### src/rtl/writeback_pkg.sv
// Shared types for the writeback arbiter slice: buffered result entries and the
// register file write-port record.
package writeback_pkg;

  localparam int MaxSourceCount = 8;

  typedef struct packed {
    logic [4:0]  address;
    logic [31:0] data;
  } writeback_result_t;

  typedef struct packed {
    logic        enable;
    logic [4:0]  address;
    logic [31:0] data;
  } register_file_write_t;

  // One-hot destination mask; x0 never counts as a pending destination.
  function automatic logic [31:0] dest_mask(input logic [4:0] address);
    return (32'd1 << address) & ~32'd1;
  endfunction

endpackage

### src/rtl/writeback_arbiter_if.sv
// Result handshake bundle between the execution sources and the writeback arbiter.
interface writeback_arbiter_if #(
  parameter int SourceCount = 3
);

  logic [SourceCount-1:0]       result_valid_i;
  logic [SourceCount-1:0]       result_ready_o;
  logic [SourceCount-1:0][4:0]  result_address_i;
  logic [SourceCount-1:0][31:0] result_data_i;

  modport master (
    output result_valid_i,
    output result_address_i,
    output result_data_i,
    input  result_ready_o
  );

  modport slave (
    input  result_valid_i,
    input  result_address_i,
    input  result_data_i,
    output result_ready_o
  );

endinterface

### src/rtl/writeback_arbiter_result_fifo.sv
// result_fifo: per-source result buffer with registered count/full and a bitmap
// of the destinations currently held.
module result_fifo
  import writeback_pkg::*;
#(
  parameter int  Depth = 2,
  localparam int PtrW  = (Depth > 1) ? $clog2(Depth) : 1,
  localparam int CntW  = $clog2(Depth + 1)
) (
  input  logic              clk_i,
  input  logic              rst_ni,
  input  logic              push_i,
  input  writeback_result_t data_i,
  input  logic              pop_i,
  output writeback_result_t head_o,
  output logic [CntW-1:0]   count_o,
  output logic              full_o,
  output logic [31:0]       pending_o
);

  writeback_result_t mem_r [Depth];
  logic [Depth-1:0]  valid_r;
  logic [Depth-1:0]  valid_next_s;
  logic [PtrW-1:0]   wr_ptr_r;
  logic [PtrW-1:0]   rd_ptr_r;
  logic [CntW-1:0]   count_r;
  logic              push_s;
  logic              pop_s;
  logic [31:0]       pending_s;

  function automatic logic [PtrW-1:0] ptr_inc(input logic [PtrW-1:0] ptr);
    return (ptr == PtrW'(Depth - 1)) ? '0 : ptr + PtrW'(1);
  endfunction

  assign full_o = (count_r == CntW'(Depth));
  assign push_s = push_i & ~full_o;
  assign pop_s  = pop_i & (count_r != '0);

  // Slot occupancy: a pop frees the head slot, a push fills the tail slot.
  always_comb begin
    valid_next_s           = valid_r;
    valid_next_s[rd_ptr_r] = valid_r[rd_ptr_r] & ~pop_s;
    valid_next_s[wr_ptr_r] = valid_next_s[wr_ptr_r] | push_s;
  end

  // Pointer, count and occupancy state.
  always_ff @(posedge clk_i) begin
    if (!rst_ni) begin
      valid_r  <= '0;
      wr_ptr_r <= '0;
      rd_ptr_r <= '0;
      count_r  <= '0;
    end else begin
      valid_r  <= valid_next_s;
      wr_ptr_r <= push_s ? ptr_inc(wr_ptr_r) : wr_ptr_r;
      rd_ptr_r <= pop_s ? ptr_inc(rd_ptr_r) : rd_ptr_r;
      case ({push_s, pop_s})
        2'b10:   count_r <= count_r + CntW'(1);
        2'b01:   count_r <= count_r - CntW'(1);
        default: count_r <= count_r;
      endcase
    end
  end

  // Payload storage; validity lives in valid_r so the array itself needs no reset.
  always_ff @(posedge clk_i) begin
    if (push_s) begin
      mem_r[wr_ptr_r] <= data_i;
    end
  end

  // Destinations of every occupied slot.
  always_comb begin
    pending_s = 32'd0;
    for (int i = 0; i < Depth; i++) begin
      pending_s = pending_s | (valid_r[i] ? dest_mask(mem_r[i].address) : 32'd0);
    end
  end

  assign head_o    = mem_r[rd_ptr_r];
  assign count_o   = count_r;
  assign pending_o = pending_s;

endmodule

### src/rtl/writeback_arbiter.sv
// writeback_arbiter: buffers results from several producers and serialises them
// round-robin onto register file write port 0. Optional: WRITEBACK_PERF_COUNTERS_EN.
module writeback_arbiter
  import writeback_pkg::*;
#(
  parameter int  SourceCount = 3,
  parameter int  BufferDepth = 2,
  localparam int RrW         = (SourceCount > 1) ? $clog2(SourceCount) : 1,
  localparam int CntW        = $clog2(BufferDepth + 1)
) (
  input  logic                 clk_i,
  input  logic                 rst_ni,
  writeback_arbiter_if.slave   result_if,
  output register_file_write_t write_o,
  output logic [31:0]          pending_o
`ifdef WRITEBACK_PERF_COUNTERS_EN
  ,
  output logic [31:0]          stall_cycles_o
`endif
);

  logic [SourceCount-1:0] full_s;
  logic [SourceCount-1:0] ready_s;
  logic [SourceCount-1:0] push_s;
  logic [SourceCount-1:0] pop_s;
  logic [SourceCount-1:0] candidate_s;
  writeback_result_t      in_s [SourceCount];
  writeback_result_t      head_s [SourceCount];
  logic [CntW-1:0]        count_s [SourceCount];
  logic [31:0]            fifo_pending_s [SourceCount];
  logic [RrW-1:0]         rr_r;
  logic [RrW-1:0]         rr_next_s;
  logic [RrW-1:0]         grant_idx_s;
  logic                   grant_valid_s;
  writeback_result_t      grant_head_s;
  register_file_write_t   write_r;
  logic [31:0]            pending_s;

  // Ready comes only from registered fullness, so there is no valid->ready path.
  assign ready_s                  = rst_ni ? ~full_s : '0;
  assign result_if.result_ready_o = ready_s;

  for (genvar s = 0; s < SourceCount; s++) begin : g_src
    assign in_s[s]        = '{address: result_if.result_address_i[s],
                              data:    result_if.result_data_i[s]};
    // Writes to x0 complete the handshake but are never buffered.
    assign push_s[s]      = result_if.result_valid_i[s] & ready_s[s] &
                            (result_if.result_address_i[s] != 5'd0);
    assign candidate_s[s] = (count_s[s] != '0);
    assign pop_s[s]       = grant_valid_s & (grant_idx_s == RrW'(s));

    result_fifo #(
      .Depth (BufferDepth)
    ) u_fifo (
      .clk_i     (clk_i),
      .rst_ni    (rst_ni),
      .push_i    (push_s[s]),
      .data_i    (in_s[s]),
      .pop_i     (pop_s[s]),
      .head_o    (head_s[s]),
      .count_o   (count_s[s]),
      .full_o    (full_s[s]),
      .pending_o (fifo_pending_s[s])
    );
  end

  // Round-robin scan starting at rr_r, wrapping modulo SourceCount.
  always_comb begin
    logic [RrW:0]   sum_v;
    logic [RrW-1:0] idx_v;
    logic           take_v;
    grant_valid_s = 1'b0;
    grant_idx_s   = '0;
    sum_v         = '0;
    idx_v         = '0;
    take_v        = 1'b0;
    for (int k = 0; k < SourceCount; k++) begin
      sum_v         = {1'b0, rr_r} + (RrW + 1)'(k);
      idx_v         = (sum_v >= (RrW + 1)'(SourceCount)) ?
                      RrW'(sum_v - (RrW + 1)'(SourceCount)) : RrW'(sum_v);
      take_v        = ~grant_valid_s & candidate_s[idx_v];
      grant_idx_s   = take_v ? idx_v : grant_idx_s;
      grant_valid_s = grant_valid_s | take_v;
    end
  end

  assign grant_head_s = head_s[grant_idx_s];
  assign rr_next_s    = (grant_idx_s == RrW'(SourceCount - 1)) ? '0 : grant_idx_s + RrW'(1);

  // Output register and round-robin pointer; address/data hold when idle.
  always_ff @(posedge clk_i) begin
    if (!rst_ni) begin
      rr_r    <= '0;
      write_r <= '0;
    end else if (grant_valid_s) begin
      rr_r    <= rr_next_s;
      write_r <= '{enable: 1'b1, address: grant_head_s.address, data: grant_head_s.data};
    end else begin
      rr_r           <= rr_r;
      write_r.enable <= 1'b0;
    end
  end

  // Pending bitmap: all buffered destinations plus the write being committed.
  always_comb begin
    pending_s = write_r.enable ? dest_mask(write_r.address) : 32'd0;
    for (int s = 0; s < SourceCount; s++) begin
      pending_s = pending_s | fifo_pending_s[s];
    end
  end

  assign write_o   = write_r;
  assign pending_o = pending_s;

`ifdef WRITEBACK_PERF_COUNTERS_EN
  logic [31:0] stall_cycles_r;
  logic        any_stall_s;

  assign any_stall_s = |(result_if.result_valid_i & ~ready_s);

  // Saturating count of cycles in which some offered result was refused.
  always_ff @(posedge clk_i) begin
    if (!rst_ni) begin
      stall_cycles_r <= 32'd0;
    end else if (any_stall_s && (stall_cycles_r != 32'hFFFF_FFFF)) begin
      stall_cycles_r <= stall_cycles_r + 32'd1;
    end else begin
      stall_cycles_r <= stall_cycles_r;
    end
  end

  assign stall_cycles_o = stall_cycles_r;
`endif

endmodule

### src/flat_wrapper.sv
// flat-port wrapper written by rule: the top's interface ports become plain ports
module writeback_arbiter_flat import writeback_pkg::*;
#(
  parameter int  SourceCount = 3,
  parameter int  BufferDepth = 2,
  localparam int RrW         = (SourceCount > 1) ? $clog2(SourceCount) : 1,
  localparam int CntW        = $clog2(BufferDepth + 1)
)
  (clk_i, rst_ni, write_o, pending_o, result_if_result_valid_i, result_if_result_address_i, result_if_result_data_i, result_if_result_ready_o);
  writeback_arbiter_if #(.SourceCount(SourceCount)) result_if_i ();
  input  logic clk_i;
  input  logic rst_ni;
  output register_file_write_t write_o;
  output logic [31:0] pending_o;
  input wire logic [$bits(result_if_i.result_valid_i)-1:0] result_if_result_valid_i;
  input wire logic [$bits(result_if_i.result_address_i)-1:0] result_if_result_address_i;
  input wire logic [$bits(result_if_i.result_data_i)-1:0] result_if_result_data_i;
  output wire logic [$bits(result_if_i.result_ready_o)-1:0] result_if_result_ready_o;
  assign result_if_i.result_valid_i = result_if_result_valid_i;
  assign result_if_i.result_address_i = result_if_result_address_i;
  assign result_if_i.result_data_i = result_if_result_data_i;
  assign result_if_result_ready_o = result_if_i.result_ready_o;
  writeback_arbiter #(.SourceCount(SourceCount), .BufferDepth(BufferDepth)) u_core (.clk_i(clk_i), .rst_ni(rst_ni), .result_if(result_if_i), .write_o(write_o), .pending_o(pending_o));
endmodule
### config.mk
export PLATFORM = sky130hd
export DESIGN_NAME = writeback_arbiter_flat
export DESIGN_NICKNAME = d
export VERILOG_FILES = /design/src/rtl/writeback_pkg.sv /design/src/rtl/writeback_arbiter_if.sv /design/src/rtl/writeback_arbiter_result_fifo.sv /design/src/rtl/writeback_arbiter.sv /design/src/flat_wrapper.sv
export SDC_FILE = /design/constraint.sdc
export NUM_CORES = 1
export LEC_CHECK = 0
export ABC_CLOCK_PERIOD_IN_PS = 6630
export BUFFER_PORTS_ARGS = -buffer_cell sky130_fd_sc_hd__clkbuf_2
export CORE_MARGIN = 4
export CORE_UTILIZATION = 55
export DETAILED_ROUTE_END_ITERATION = 6
export HOLD_SLACK_MARGIN = 0.08
export PLACE_DENSITY = 0.84
export SLEW_MARGIN = 20
export SYNTH_ARGS = -nofsm -noshare
export SYNTH_HDL_FRONTEND = slang
export SYNTH_SLANG_ARGS = --single-unit
### constraint.sdc
create_clock -name clk_i -period 6.63 [get_ports clk_i]
set_input_delay 0.3315 -clock clk_i [delete_from_list [all_inputs] [get_ports clk_i]]
set_output_delay 0.3315 -clock clk_i [all_outputs]
set_load 0.05 [all_outputs]
# --- Yosys cells after proc, flatten, opt, wreduce, memory -nomap -nowiden ---
# Memory sizes are Yosys's and may differ from the RTL's. A register that Yosys moved wholly into a read port is not among the register bits.
# Cells that the tools add are included.
word_totals:
  ramBits: 222
  rom_bits: 0
  word_cells: 207
  latch_bits: 0
  input_bits: 116
  memories: 3
  regBits: 58
classes:
  n_mux: 76
  n_mul: 0
  shifts: 7
  add_sub_neg: 18
  n_reduce_logical: 16
  div_mod_pow: 0
  bitwise: 41
  eq_ne: 11
  magnitude_cmp: 19
memory_table:
  columns: ["name", "words", "word_bits", "read_ports", "rd_ports_with_merged_regs", "wr", "line", "source"]
  rows:
  - ["u_core.g_src[0].u_fifo.mem_r", 2, 37, 3, 1, 1, "writeback_arbiter_result_fifo.sv:21", "writeback_result_t mem_r [Depth];"]
  - ["u_core.g_src[1].u_fifo.mem_r", 2, 37, 3, 1, 1, "writeback_arbiter_result_fifo.sv:21", null]
  - ["u_core.g_src[2].u_fifo.mem_r", 2, 37, 3, 1, 1, "writeback_arbiter_result_fifo.sv:21", null]
op_table:
  columns: ["operator", "count"]
  rows:
  - ["32-bit two-way mux", 7]
  - ["1-bit by 5-bit << shifter with 32-bit output, first input constant", 7]
  - ["32-bit bitwise OR", 6]
  - ["37-bit binary-select mux with 2-bit select", 1]
  - ["37-bit two-way mux", 2]
  - ["1-bit two-way mux", 40]
  - ["1-bit bitwise AND", 20]
  - ["5-bit nonzero test", 3]
  - ["2-bit == test, second input constant", 7]
  - ["2-bit two-way mux", 7]
  - ["2-bit bitwise mux", 6]
  - ["1-bit by 2-bit < comparator with 1-bit output, second input constant", 6]
  - ["2-bit case mux with 2 select lines", 3]
  - ["2-bit nonzero test", 6]
  - ["2-bit by 3-bit < comparator with 1-bit output, second input constant", 3]
  - ["2-bit by 1-bit adder with 2-bit output, second input constant", 4]
  - ["2-bit by 1-bit == test with 1-bit output, second input constant", 4]
  - ["1-bit NOT", 8]
  - ["1-bit adder, second input constant", 6]
  - ["1-bit binary-select mux with 2-bit select", 3]
  - ["1-bit demux with 1-bit select", 6]
  - ["1-bit greater-or-equal comparator, second input constant", 6]
  - ["3-bit by 2-bit greater-or-equal comparator with 1-bit output, second input constant", 2]
  - ["1-bit logical AND", 6]
  - ["other kinds (11)", 19]

# --- Longest topological paths before layout ---
# Gate-level depths: netlist of the first run.
logic_depth:
  depth_word: 20
  mapped_depth: 12

# --- Cells and area by module ---
# From an unflattened synthesis of the first run, not the netlist that was laid out.
unflattened:
  hier_cells: 1018
  hier_area_um2: 13257.7
modules_own_cells:
  columns: ["module", "cells_per_inst", "seq_area_each_um2", "area_each_um2", "instances"]
  rows:
  - ["result_fifo (u_core.g_src[0].u_fifo ...)", 209, 2362.3, 3350.7, 2]
  - ["result_fifo (u_core.g_src[2].u_fifo)", 215, 2362.3, 3365.7, 1]
  - ["writeback_arbiter", 385, 800.8, 3190.6, 1]

# --- Worst setup path before layout of the first run ---
# No wires, ideal clock.
synth_timing:
  path_kind: "flip-flop to flip-flop"
  startpoint: "reg u_core.g_src[1].u_fifo.count_r[0]"
  endpoint: "mem u_core.g_src[1].u_fifo.mem_r[0][0] in the netlist's numbering (enable)"
  slack_ns: 2.788
  path_buffers: 0
  synth_period_minus_slack_ns: 3.842
  path_stages_with_launch: 5
  arrival_time_ns: 3.404
  path_cell_list: "dfxtp_1 > inv_1 > a21oi_1 > o211a_1 > nor2b_1"
synth_between:
  elab_chain_len: 8
  elab_cells_between_ends: 9
synth_lines:
  columns: ["item", "line", "source"]
  rows:
  - ["from (decl)", "writeback_arbiter_result_fifo.sv:26", "logic [CntW-1:0] count_r;"]
  - ["from (signal assigned)", "writeback_arbiter_result_fifo.sv:58", "2'b10: count_r <= count_r + CntW'(1);"]
  - ["from (signal assigned)", "writeback_arbiter_result_fifo.sv:59", "2'b01: count_r <= count_r - CntW'(1);"]
  - ["from (signal assigned)", "writeback_arbiter_result_fifo.sv:60", "default: count_r <= count_r;"]
  - ["2-bit == test", "writeback_arbiter_result_fifo.sv:35", "assign full_o = (count_r == CntW'(Depth));"]
  - ["3-bit NOT", "writeback_arbiter.sv:40", "assign ready_s = rst_ni ? ~full_s : '0;"]
  - ["3-bit two-way mux", "writeback_arbiter.sv:40", null]
  - ["net result_if_result_ready_o[1]", "flat_wrapper.sv:18", "output wire logic [$bits(result_if_i.result_ready_o)-1:0] result_if_result_ready_o;"]
  - ["1-bit bitwise AND (2 in a row)", "writeback_arbiter.sv:47", "assign push_s[s] = result_if.result_valid_i[s] & ready_s[s] &"]
  - ["1-bit bitwise AND", "writeback_arbiter_result_fifo.sv:36", "assign push_s = push_i & ~full_o;"]
  - ["1-bit two-way mux", "writeback_arbiter_result_fifo.sv:67", "if (push_s) begin"]
  - ["1-bit two-way mux (implied by the code)", "writeback_arbiter_result_fifo.sv:68", "mem_r[wr_ptr_r] <= data_i;"]
  - ["to (decl)", "writeback_arbiter_result_fifo.sv:21", null]
# The timed path passes the listed nets, and every way through them passes these cells.

# --- Worst setup path after layout of the first run ---
layout_timing:
  startpoint: "reg u_core.rr_r[0]"
  endpoint: "reg u_core.write_r, in the netlist u_core.write_o[18]"
layout_between:
  elab_chain_len: 14
  elab_cells_between_ends: 30
layout_lines:
  columns: ["item", "line", "source"]
  rows:
  - ["from (decl)", "writeback_arbiter.sv:31", "logic [RrW-1:0] rr_r;"]
  - ["from (signal assigned)", "writeback_arbiter.sv:96", "rr_r <= rr_next_s;"]
  - ["from (signal assigned)", "writeback_arbiter.sv:99", "rr_r <= rr_r;"]
  - ["2-bit by 1-bit adder with 3-bit output (tied with other cells)", "writeback_arbiter.sv:78", "sum_v = {1'b0, rr_r} + (RrW + 1)'(k);"]
  - ["3-bit by 2-bit greater-or-equal comparator with 1-bit output (tied with other cells)", "writeback_arbiter.sv:79", "idx_v = (sum_v >= (RrW + 1)'(SourceCount)) ?"]
  - ["2-bit two-way mux / 1-bit binary-select mux with 2-bit select (equally long branches)", "writeback_arbiter.sv:79, writeback_arbiter.sv:81", null]
  - ["1-bit binary-select mux with 2-bit select / 1-bit two-way mux (equally long branches)", "writeback_arbiter.sv:81", "take_v = ~grant_valid_s & candidate_s[idx_v];"]
  - ["1-bit two-way mux (implied by the code) / 1-bit NOT (equally long branches)", "writeback_arbiter.sv:81", null]
  - ["1-bit bitwise AND", "writeback_arbiter.sv:81", null]
  - ["1-bit bitwise OR", "writeback_arbiter.sv:83", "grant_valid_s = grant_valid_s | take_v;"]
  - ["1-bit NOT", "writeback_arbiter.sv:81", null]
  - ["1-bit bitwise AND", "writeback_arbiter.sv:81", null]
  - ["2-bit two-way mux", "writeback_arbiter.sv:82", "grant_idx_s = take_v ? idx_v : grant_idx_s;"]
  - ["2-bit NOT with 3-bit output (implied by the code)", "writeback_arbiter.sv:87", "assign grant_head_s = head_s[grant_idx_s];"]
  - ["37-bit binary-select mux with 2-bit select", "writeback_arbiter.sv:87", null]
  - ["37-bit two-way mux (implied by the code) (2 in a row)", "writeback_arbiter.sv:87", null]
  - ["to (signal assigned)", "writeback_arbiter.sv:97", "write_r <= '{enable: 1'b1, address: grant_head_s.address, data: grant_head_s.data};"]
  - ["to (decl)", "writeback_arbiter.sv:36", "register_file_write_t write_r;"]
# Parallel ways exist; a longest one is shown, timed or not. The select of a mux whose other input is x is not followed.
# A chain may end at the register's enable or synchronous reset.

==> impl_metrics.yaml, run 1 <==
timing:
  tns_ps: 0
  max_clock_freq_mhz: 291
  rsz0062_at_grt: "no"
  fin_worst_hold_slack_ps: 203
  maxSlewHeadroom: 0.262
  finalHoldViolCount: 0
  slew_violations: 0
  finalWorstSetupSlack_ps: 3200
  tightest_slew_ps: 1110
  fin_skew_ps: 21.0
  finalCriticalPeriod_ps: 3430
  finalSetupViolCount: 0
  min_period_over_period: 0.518
synth:
  ys_seq_area_frac: 0.617
  synth_area_leaders: "edfxtp_1 (52%), dfxtp_1 (9.6%), mux2i_1 (4.9%)"
  synth-edff-count: 222
  ys.flop_type: "edfxtp_1"
  ys_types: 65
  async_reset_ff_frac: 0
  yosysWarnings: 0
  yosys.area.top_type: "edfxtp_1"
  synth_nets: 1113
  synth_seq_cells: 283
  syn_area_per_cell_um2: 12.9
  syn-cell-area_mm2: 0.0128
  synth.top_cell.area_share: 0.522
  synthCells: 991
detailed_routing:
  top_layer: "met4"
  wirelength_um: 42500
  avgViaCountPerCell: 6.61
  drc_errors: 1
  wl_met2_um: 21000
  met3_length_um: 4500
  dr.pass1.iters: 7
  m1WireLength_um: 15100
  vias: 10556
  post_drt_wl_per_cell_um: 26.6
  drt_iter0_drc: 1270
  ant_nets: 0
min_path:
  worstHoldPathType: "in2reg"
  holdCritStartpoint: "rst_ni"
clock_tree:
  cts_tree: "done"
  clk_pin_slew_ps: 70
  cts_resized: 0
  ctsLongestPathBuffers: 3
  numCtsBuffers: 26
  cts_setup_buffers: 0
  h-tree-depth: 1
  root_buffer: "clkbuf_16"
  clkLatencyLatePin_ps: 540
  cts.sinks: 283
place:
  post_dp_cell_area_mm2: 0.0139
  place_inst: 1435
  dpl.hpwl_um: 24500
  port_buffers: 187
  place_worst_setup_slack_ps: 3300
  gp_congestion: 1.05
grt:
  antenna_found_initial: 3
  grt_max_degree: 40
  grt_usage: 0.320
  grt_pass1_wl_um: 64200
  grt_pass1_vias: 10657
  grt-ovfl-total: 0
worst_setup_path:
  crit_start: "u_core.rr_r[0]$_SDFFE_PN0N_"
  critical_path.max_fanout: 34
  path_cells: "inv_1 > ha_1 > o21ai_1 > a21oi_1 > or3_4 > o21ai_4 > nand3_2 > o221ai_1"
  rr_startpoint: "u_core.rr_r[0]$_SDFFE_PN0N_"
  setup.worst_path.start_class: "flip-flop"
  path_buf_inv: 1
  crit_arrival_ps: 3840
  critPathSlowestCell: "nand3_2"
  max_stage_delay_ps: 800
  path_delay_family: "compound AO/OA/AOI/OAI gates"
  cp.required_ps: 7040
  cp-end-kind: "flip-flop"
  setup.worst_path.class: "reg2reg"
run:
  drv_cap: 0
status:
  outcome: "complete, but fails checks"
  violations: "DRC"
floorplan:
  row_count: 55
  core-area_mm2: 0.0228
  ioPinCount: 189
  fp.dieW_um: 160
  dieHeight_um: 160
  fp.dieArea_mm2: 0.0257
  start_util: 0.561
finish:
  drive_gt1_frac: 0.251
  layout.nets: 1383
  syn_to_final_growth_pct: 24.6
  design_area_mm2: 0.0159
  final_cells: 1597
power_and_ir_drop:
  p_leak_nw: 5.60
  peakVddDrop_v: 0.000342
  pwr_density_cell_mw_per_mm2: 379
[sequential cells by signal, indices dropped and copies added, names as in the netlist, named ones only]
name                          count
u_core.g_src.u_fifo.count_o       6
u_core.g_src.u_fifo.mem_r       222
u_core.g_src.u_fifo.rd_ptr_r      3
u_core.g_src.u_fifo.valid_r       6
u_core.g_src.u_fifo.wr_ptr_r      3
u_core.rr_r                       2
u_core.write_o                   38
[synth_stat cells, types with 7 or more instances]
master / instances
a211oi_1: 8
a21oi_1: 38
a221oi_1: 27
a22oi_1: 44
and3_1: 9
and3b_1: 11
buf_2: 14
clkbuf_1: 48
dfxtp_1: 61
edfxtp_1: 222
inv_1: 14
mux2_2: 49
mux2i_1: 62
nand2_1: 45
nand2b_1: 7
nand3_1: 15
nand3b_1: 12
nor2_1: 67
nor2b_1: 7
nor3_1: 23
nor3b_1: 13
o211ai_1: 32
o21ai_0: 12
o221ai_1: 23
o22ai_1: 21
o311ai_1: 7
o311ai_2: 8
or3b_2: 8
[stage by stage]
| step | total power, W | util |
|---|---|---|
| after floorplan | 0.00382 | - |
| after detailed placement | 0.00436 | 0.611 |
| final | 0.00604 | 0.699 |
| after CTS | 0.00593 | 0.699 |
| after global routing | 0.00627 | 0.699 |
| after global placement | 0.00429 | 0.611 |
[layer usage]
metal  up-vias  GRT usage
met5         -          0
met4         0      0.136
met3       164     0.0672
met2       823      0.553
met1      5095      0.390
li1       4474          -
[worst reg2reg max path: stages (launching register included)]
cell and delay [ps]:
dfxtp_1 360, inv_1 70, ha_1 420, o21ai_1 210
a21oi_1 170, or3_4 410, o21ai_4 260, nand3_2 810
o221ai_1 610
[layout by cell type (no fill, tap or decap), types with 5 or more instances in the layout]
master         synthesis  layout
nand2_1               45      45
edfxtp_1             222     222
nand3b_1              12      12
nor3b_1               13      13
nor2_1                67      67
o21ai_1                6       6
mux2i_1               62      62
nand2b_1               7       7
o22ai_1               21      21
inv_1                 14      12
clkbuf_16              0      27
o311ai_1               7       7
or3b_2                 8       8
xnor2_1                6       6
mux2_2                49      49
and3b_1               11      11
clkinv_2               0       6
a22oi_1               44      44
buf_4                  1      10
clkbuf_1              48       5
dfxtp_1               61      58
o221ai_1              23      23
a21oi_1               38      38
o21ai_0               12      12
a211oi_1               8       7
and3_1                 9       9
clkbuf_2               0     187
or3_1                  6       6
o211ai_1              32      32
o311ai_2               8       8
nor3_1                23      23
nand3_1               15      15
nor2b_1                7       6
dlygate4sd3_1          0     111
ha_1                   6       6
a221oi_1              27      27
[cell families after synthesis]
kind of cell,after synthesis,share of synthesized area
AOI/OAI and AO/OA,252,0.149
muxes,111,0.0917
DFF,283,0.617
xor gates and xnor gates,9,0.00617
and+or+nand+nor,247,0.103
other,1,0.000293
buffers and inverters,82,0.0263
adders and majority gates,6,0.00587
[timing repair]
action,in CTS,in global routing
setup endpoints to repair,0,0
hold buffers,111,0
endpoints found under the hold margin,222,0
[where the power goes]
group          switching [W]  leakage [nW]  internal, W
Combinational        0.00136          2.62     0.000711
Sequential          0.000257          2.54      0.00215
Clock               0.000656         0.441     0.000908
[final cells by class]
type / instances / area, um2
antenna: 3 / 7.51
clock buffer: 36 / 749
clock inverter: 12 / 136
fill: 1510 / 6850
inverter: 16 / 60.1
multi-input combinational: 626 / 4570
sequential: 283 / 7890
tap: 313 / 392
timing repair buffer: 308 / 2120
[worst paths after layout]
path	end	slack, ps	cells after the start
min	u_core.g_src[0].u_fifo.valid_r[1]$_SDFF_PN0_	200	2
max reg2reg	u_core.write_o[18]$_SDFFE_PN0N_	3200	8
max	u_core.write_o[18]$_SDFFE_PN0N_	3200	8
min reg2reg	u_core.g_src[1].u_fifo.valid_r[1]$_SDFF_PN0_	490	1
Power figures use the tool's default switching activity.
==> run 2, diff against run 1 <==
ABC_CLOCK_PERIOD_IN_PS = 2900   (was 6630)
CORE_UTILIZATION = 52   (was 55)
clock period = 2.9 ns   (was 6.63 ns; I/O delays follow)
==> run 2 against run 1 <==
The run now ends clean. Clock skew up 2.5 ps. Die area up 5.5%. Sequential cell count unchanged. Maximum frequency up 24%. Sequential power up 130%. Clock power up 110%. Clock-buffer cell count up 1. Critical path depth up 2. Sequential share of layout area down 0.90 points. Largest power group unchanged. Register-to-register slack worse by 3100 ps. Combinational power up 150%.
==> impl_metrics.yaml, run 2 (synthesis results as in run 1) <==
grt:
  grtUsageMet2: 0.550
  gr-usage-met1: 0.383
  top_usage_layer: "met2"
  grt_max_degree: 39
  grt_pass1_vias: 10888
  grt-ovfl-total: 0
  grt_usage: 0.317
  antenna_found_initial: 1
  grt_pass1_wl_um: 65100
  use_met3: 0.0631
run:
  drv_cap: 0
floorplan:
  core-area_mm2: 0.0242
  fp.dieArea_mm2: 0.0271
  row_count: 57
  dieHeight_um: 165
  fp.dieW_um: 165
  ioPinCount: 189
  start_util: 0.527
timing:
  fin_worst_hold_slack_ps: 129
  finalCriticalPeriod_ps: 2770
  finalSetupViolCount: 0
  slew_violations: 0
  tightest_slew_ps: 767
  rsz0062_at_grt: "no"
  min_period_over_period: 0.955
  finalHoldViolCount: 0
  fin_skew_ps: 23.6
  tns_ps: 0
  maxSlewHeadroom: 0.487
  max_clock_freq_mhz: 361
  finalWorstSetupSlack_ps: 131
clock_tree:
  numCtsBuffers: 26
  cts_tree: "done"
  clkLatencyLatePin_ps: 540
  clk_pin_slew_ps: 60
  cts_setup_buffers: 0
  ctsLongestPathBuffers: 3
  root_buffer: "clkbuf_16"
  h-tree-depth: 1
  cts.sinks: 283
power_and_ir_drop:
  p_leak_nw: 5.73
  p_sw_frac: 0.380
  pwr_density_cell_mw_per_mm2: 858
  power_frac_clock: 0.241
  power_switching_w: 0.00529
  peakVddDrop_v: 0.000765
  p_comb_frac: 0.368
  pwr-share-seq: 0.391
  p_int_w: 0.00863
  finalPower_w: 0.0139
worst_setup_path:
  crit_arrival_ps: 3220
  critical_path.max_fanout: 10
  cp.required_ps: 3350
  setup.worst_path.start_class: "flip-flop"
  setup.worst_path.class: "reg2reg"
  cp-end-kind: "flip-flop"
place:
  dpl.hpwl_um: 26300
  place_inst: 1471
  port_buffers: 187
  place_worst_setup_slack_ps: 146
  gp_congestion: 0.994
finish:
  largest_reg_flops: 222
  final_cell_mix: "edfxtp_1 (222), clkbuf_2 (187), dlygate4sd3_1 (114)"
  regArea_mm2: 0.00789
  layout.nets: 1411
  multiInputGateArea_mm2: 0.00457
  fillCellCount: 1706
  final_common_cell: "edfxtp_1"
  final_cells: 1632
  syn_to_final_growth_pct: 26.9
  drive_gt1_frac: 0.262
  regMostFlops: "u_core.g_src.u_fifo.mem_r"
detailed_routing:
  ant_nets: 0
  drc_errors: 0
  dr.pass1.iters: 6
  avgViaCountPerCell: 6.43
  drt_iter0_drc: 1348
  post_drt_wl_per_cell_um: 26.9
  wirelength_um: 43900
  vias: 10487
min_path:
  worstHoldPathType: "in2reg"
status:
  outcome: "completed"
==> run 2: final timing paths <==
| path | start | end | slack, ps | depth (start not counted) |
|---|---|---|---|---|
| hold reg to reg | u_core.g_src[1].u_fifo.rd_ptr_r$_SDFFE_PN0P_ | u_core.g_src[1].u_fifo.valid_r[1]$_SDFF_PN0_ | 490 | 1 |
| setup reg to reg | u_core.rr_r[1]$_SDFFE_PN0N_ | u_core.g_src[0].u_fifo.count_o[1]$_SDFFE_PN0P_ | 130 | 10 |
| hold / removal | result_if_result_valid_i[2] | u_core.g_src[2].u_fifo.wr_ptr_r$_SDFFE_PN0P_ | 130 | 5 |
| setup / recovery | u_core.rr_r[1]$_SDFFE_PN0N_ | u_core.g_src[0].u_fifo.count_o[1]$_SDFFE_PN0P_ | 130 | 10 |
==> run 2: critical path, stage by stage, from the launching register on <==
cell and delay, ps:
dfxtp_1 380, inv_1 60, ha_1 300, nor3_2 190, a211oi_1 90, or3_4 430
o211ai_1 300, inv_2 100, ha_1 330, or3_1 350, a21oi_1 160
==> run 2: metal layers <==
metal / share of wire / vias up
li1: - / 4528
met1: 0.35 / 5065
met2: 0.50 / 740
met3: 0.096 / 154
met4: 0.049 / 0
met5: 0 / -
==> run 2: power groups by stage <==
stage	Combinational, W	Sequential, W	Clock (W)
2_1_floorplan	0.00298	0.00575	0
3_5_place_dp	0.00482	0.00548	0
3_3_place_gp	0.00467	0.00546	0
6_report	0.00513	0.00544	0.00335
4_1_cts	0.00499	0.00540	0.00329
5_1_grt	0.00543	0.00548	0.00353
==> run 2: area by class of cell <==
type / count / area share
Sequential cell: 283 / 0.486
Multi-Input combinational cell: 626 / 0.282
Timing Repair Buffer: 336 / 0.153
Clock buffer: 37 / 0.0451
Tap cell: 324 / 0.0250
Clock inverter: 9 / 0.00501
Inverter: 16 / 0.00370
Antenna cell: 1 / 0.000154
==> run 2: through the flow <==
| stage | cell area, um2 | utilization |
|---|---|---|
| 3_5_place_dp | 14300 | 0.588 |
| 4_1_cts | 16200 | 0.669 |
| 5_1_grt | 16200 | 0.669 |
| 3_3_place_gp | 14300 | 0.588 |
| 2_1_floorplan | 12800 | - |
| 6_report | 16200 | 0.669 |
==> run 2: what timing repair did <==
action / 4_1_cts / 5_1_grt
hold buffers: 114 / 0
gates resized for setup: 0 / 1
endpoints found under the hold margin: 229 / 0
setup endpoints to repair: 0 / 13
==> run 3, diff against run 2 <==
CELL_PAD_IN_SITES_DETAIL_PLACEMENT = 0   (was default)
CELL_PAD_IN_SITES_GLOBAL_PLACEMENT = 1   (was default)
CORE_UTILIZATION = 42   (was 52)
PLACE_DENSITY = 0.83   (was 0.84)
==> run 3 against run 2 <==
Utilization down 12 points. Maximum frequency rose by 2.6%. Worst hold slack better by 66 ps. Register-to-register slack improved by 110 ps. First-iteration DRC count is 29% lower. Critical endpoint is now pending_o[10]. Largest cell class unchanged.
==> impl_metrics.yaml, run 3 (synthesis results as in run 1) <==
detailed_routing:
  ant_nets: 0
  drc_errors: 0
  drt_iter0_drc: 956
  vias: 10125
  dr.pass1.iters: 5
  wirelength_um: 40700
  post_drt_wl_per_cell_um: 23.8
  avgViaCountPerCell: 5.94
worst_setup_path:
  critical_path.max_fanout: 12
  setup.worst_path.start_class: "flip-flop"
  cp.required_ps: 2760
  cp-end-kind: "primary output"
  rrSetupSlack_ps: 240
  setup.worst_path.class: "reg2out"
  max_stage_delay_ps: 630
  crit_arrival_ps: 2560
  critPathSlowestCell: "edfxtp_1"
  path_cells: "nand2b_1 > nor2_1 > nand2_1 > o21ai_1 > a221oi_1 > o211ai_1 > clkbuf_2"
place:
  dpl.hpwl_um: 26300
  port_buffers: 187
  gp_congestion: 0.995
timing:
  max_clock_freq_mhz: 370
  finalSetupViolCount: 0
  fin_skew_ps: 10.3
  rsz0062_at_grt: "no"
  tightest_slew_ps: 770
  finalHoldViolCount: 0
  slew_violations: 0
  tns_ps: 0
  min_period_over_period: 0.931
  finalCriticalPeriod_ps: 2700
  maxSlewHeadroom: 0.485
grt:
  grt_usage: 0.237
  grt_pass1_wl_um: 61400
  grt_max_degree: 38
  grt-ovfl-total: 0
  grt_pass1_vias: 10375
  antenna_found_initial: 2
clock_tree:
  cts_tree: "done"
  h-tree-depth: 1
  clk_pin_slew_ps: 60
  root_buffer: "clkbuf_16"
  cts.sinks: 283
  clkLatencyLatePin_ps: 530
  ctsLongestPathBuffers: 3
  numCtsBuffers: 27
finish:
  syn_to_final_growth_pct: 28.3
  final_common_cell: "edfxtp_1"
  layout.nets: 1414
  largest_reg_flops: 222
  drive_gt1_frac: 0.267
  final_cell_mix: "edfxtp_1 (222), clkbuf_2 (187), dlygate4sd3_1 (114)"
  regMostFlops: "u_core.g_src.u_fifo.mem_r"
power_and_ir_drop:
  finalPower_w: 0.0140
  p_leak_nw: 5.78
  pwr_density_cell_mw_per_mm2: 853
  p_comb_frac: 0.354
  power_switching_w: 0.00512
  power_frac_clock: 0.254
  p_int_w: 0.00887
  peakVddDrop_v: 0.000685
  p_sw_frac: 0.366
  pwr-share-seq: 0.392
floorplan:
  ioPinCount: 189
  dieHeight_um: 182
  row_count: 63
  fp.dieArea_mm2: 0.0333
  start_util: 0.429
  fp.dieW_um: 182
  core-area_mm2: 0.0298
run:
  drv_cap: 0
status:
  outcome: "completed"
min_path:
  worstHoldPathType: "in2reg"
[run 3: through the flow]
step	worst slack (ps)	cells	utilization	hold WS (ps)	instance area [um2]
3_5_place_dp	138	1538	0.480	338	14300
3_3_place_gp	207	1538	0.480	333	14300
6_report	200	1705	0.550	195	16400
5_1_grt	15.3	1705	0.550	244	16400
4_1_cts	133	1702	0.549	219	16400
2_1_floorplan	4.47	991	-	244	12800
[run 3: routing by layer]
layer | share of wire | wire length (um) | up-vias | GRT usage
met5 | 0 | 0 | - | 0
li1 | - | - | 4546 | -
met3 | 0.082 | 3340 | 104 | 0.0460
met1 | 0.39 | 15900 | 4918 | 0.300
met2 | 0.49 | 20000 | 557 | 0.408
met4 | 0.035 | 1400 | 0 | 0.0853
[run 3: timing repair]
item	in CTS	in global routing
resized for setup	0	5
setup endpoints to repair	0	14
endpoints found under the hold margin	229	0
buffers inserted	0	1
hold buffers	114	0
[run 3: critical path: cells and delay by family (launching register included)]
kind	cells	cell delay, ps
compound gates	3	330
buf+inv	1	350
flops	1	630
simple gates	3	720
[run 3: path summary, 6_finish.rpt]
| kind | start | end | cells after the start |
|---|---|---|---|
| worst max-delay path | u_core.g_src[1].u_fifo.mem_r[0][32]$_DFFE_PP_ | pending_o[10] | 7 |
| worst min-delay path | result_if_result_valid_i[2] | u_core.g_src[2].u_fifo.wr_ptr_r$_SDFFE_PN0P_ | 5 |
| worst max register to register | u_core.rr_r[0]$_SDFFE_PN0N_ | u_core.g_src[1].u_fifo.count_o[1]$_SDFFE_PN0P_ | 10 |
| worst min register to register | u_core.g_src[0].u_fifo.wr_ptr_r$_SDFFE_PN0P_ | u_core.g_src[0].u_fifo.wr_ptr_r$_SDFFE_PN0P_ | 2 |
[run 3: final cells by class]
type / count / area [um2]
multi-input combinational: 626 / 4590
fill: 2484 / 13400
clock inverter: 13 / 145
antenna: 2 / 5.00
inverter: 16 / 60.1
tap: 390 / 488
timing repair buffer: 338 / 2450
clock buffer: 37 / 758
sequential: 283 / 7890
[run 3: power groups by stage]
stage | sequential [W] | clock, W | combinational [W]
2_1_floorplan | 0.00575 | 0 | 0.00298
3_3_place_gp | 0.00554 | 0 | 0.00462
3_5_place_dp | 0.00555 | 0 | 0.00473
4_1_cts | 0.00547 | 0.00360 | 0.00487
5_1_grt | 0.00553 | 0.00377 | 0.00533
6_report | 0.00549 | 0.00355 | 0.00495
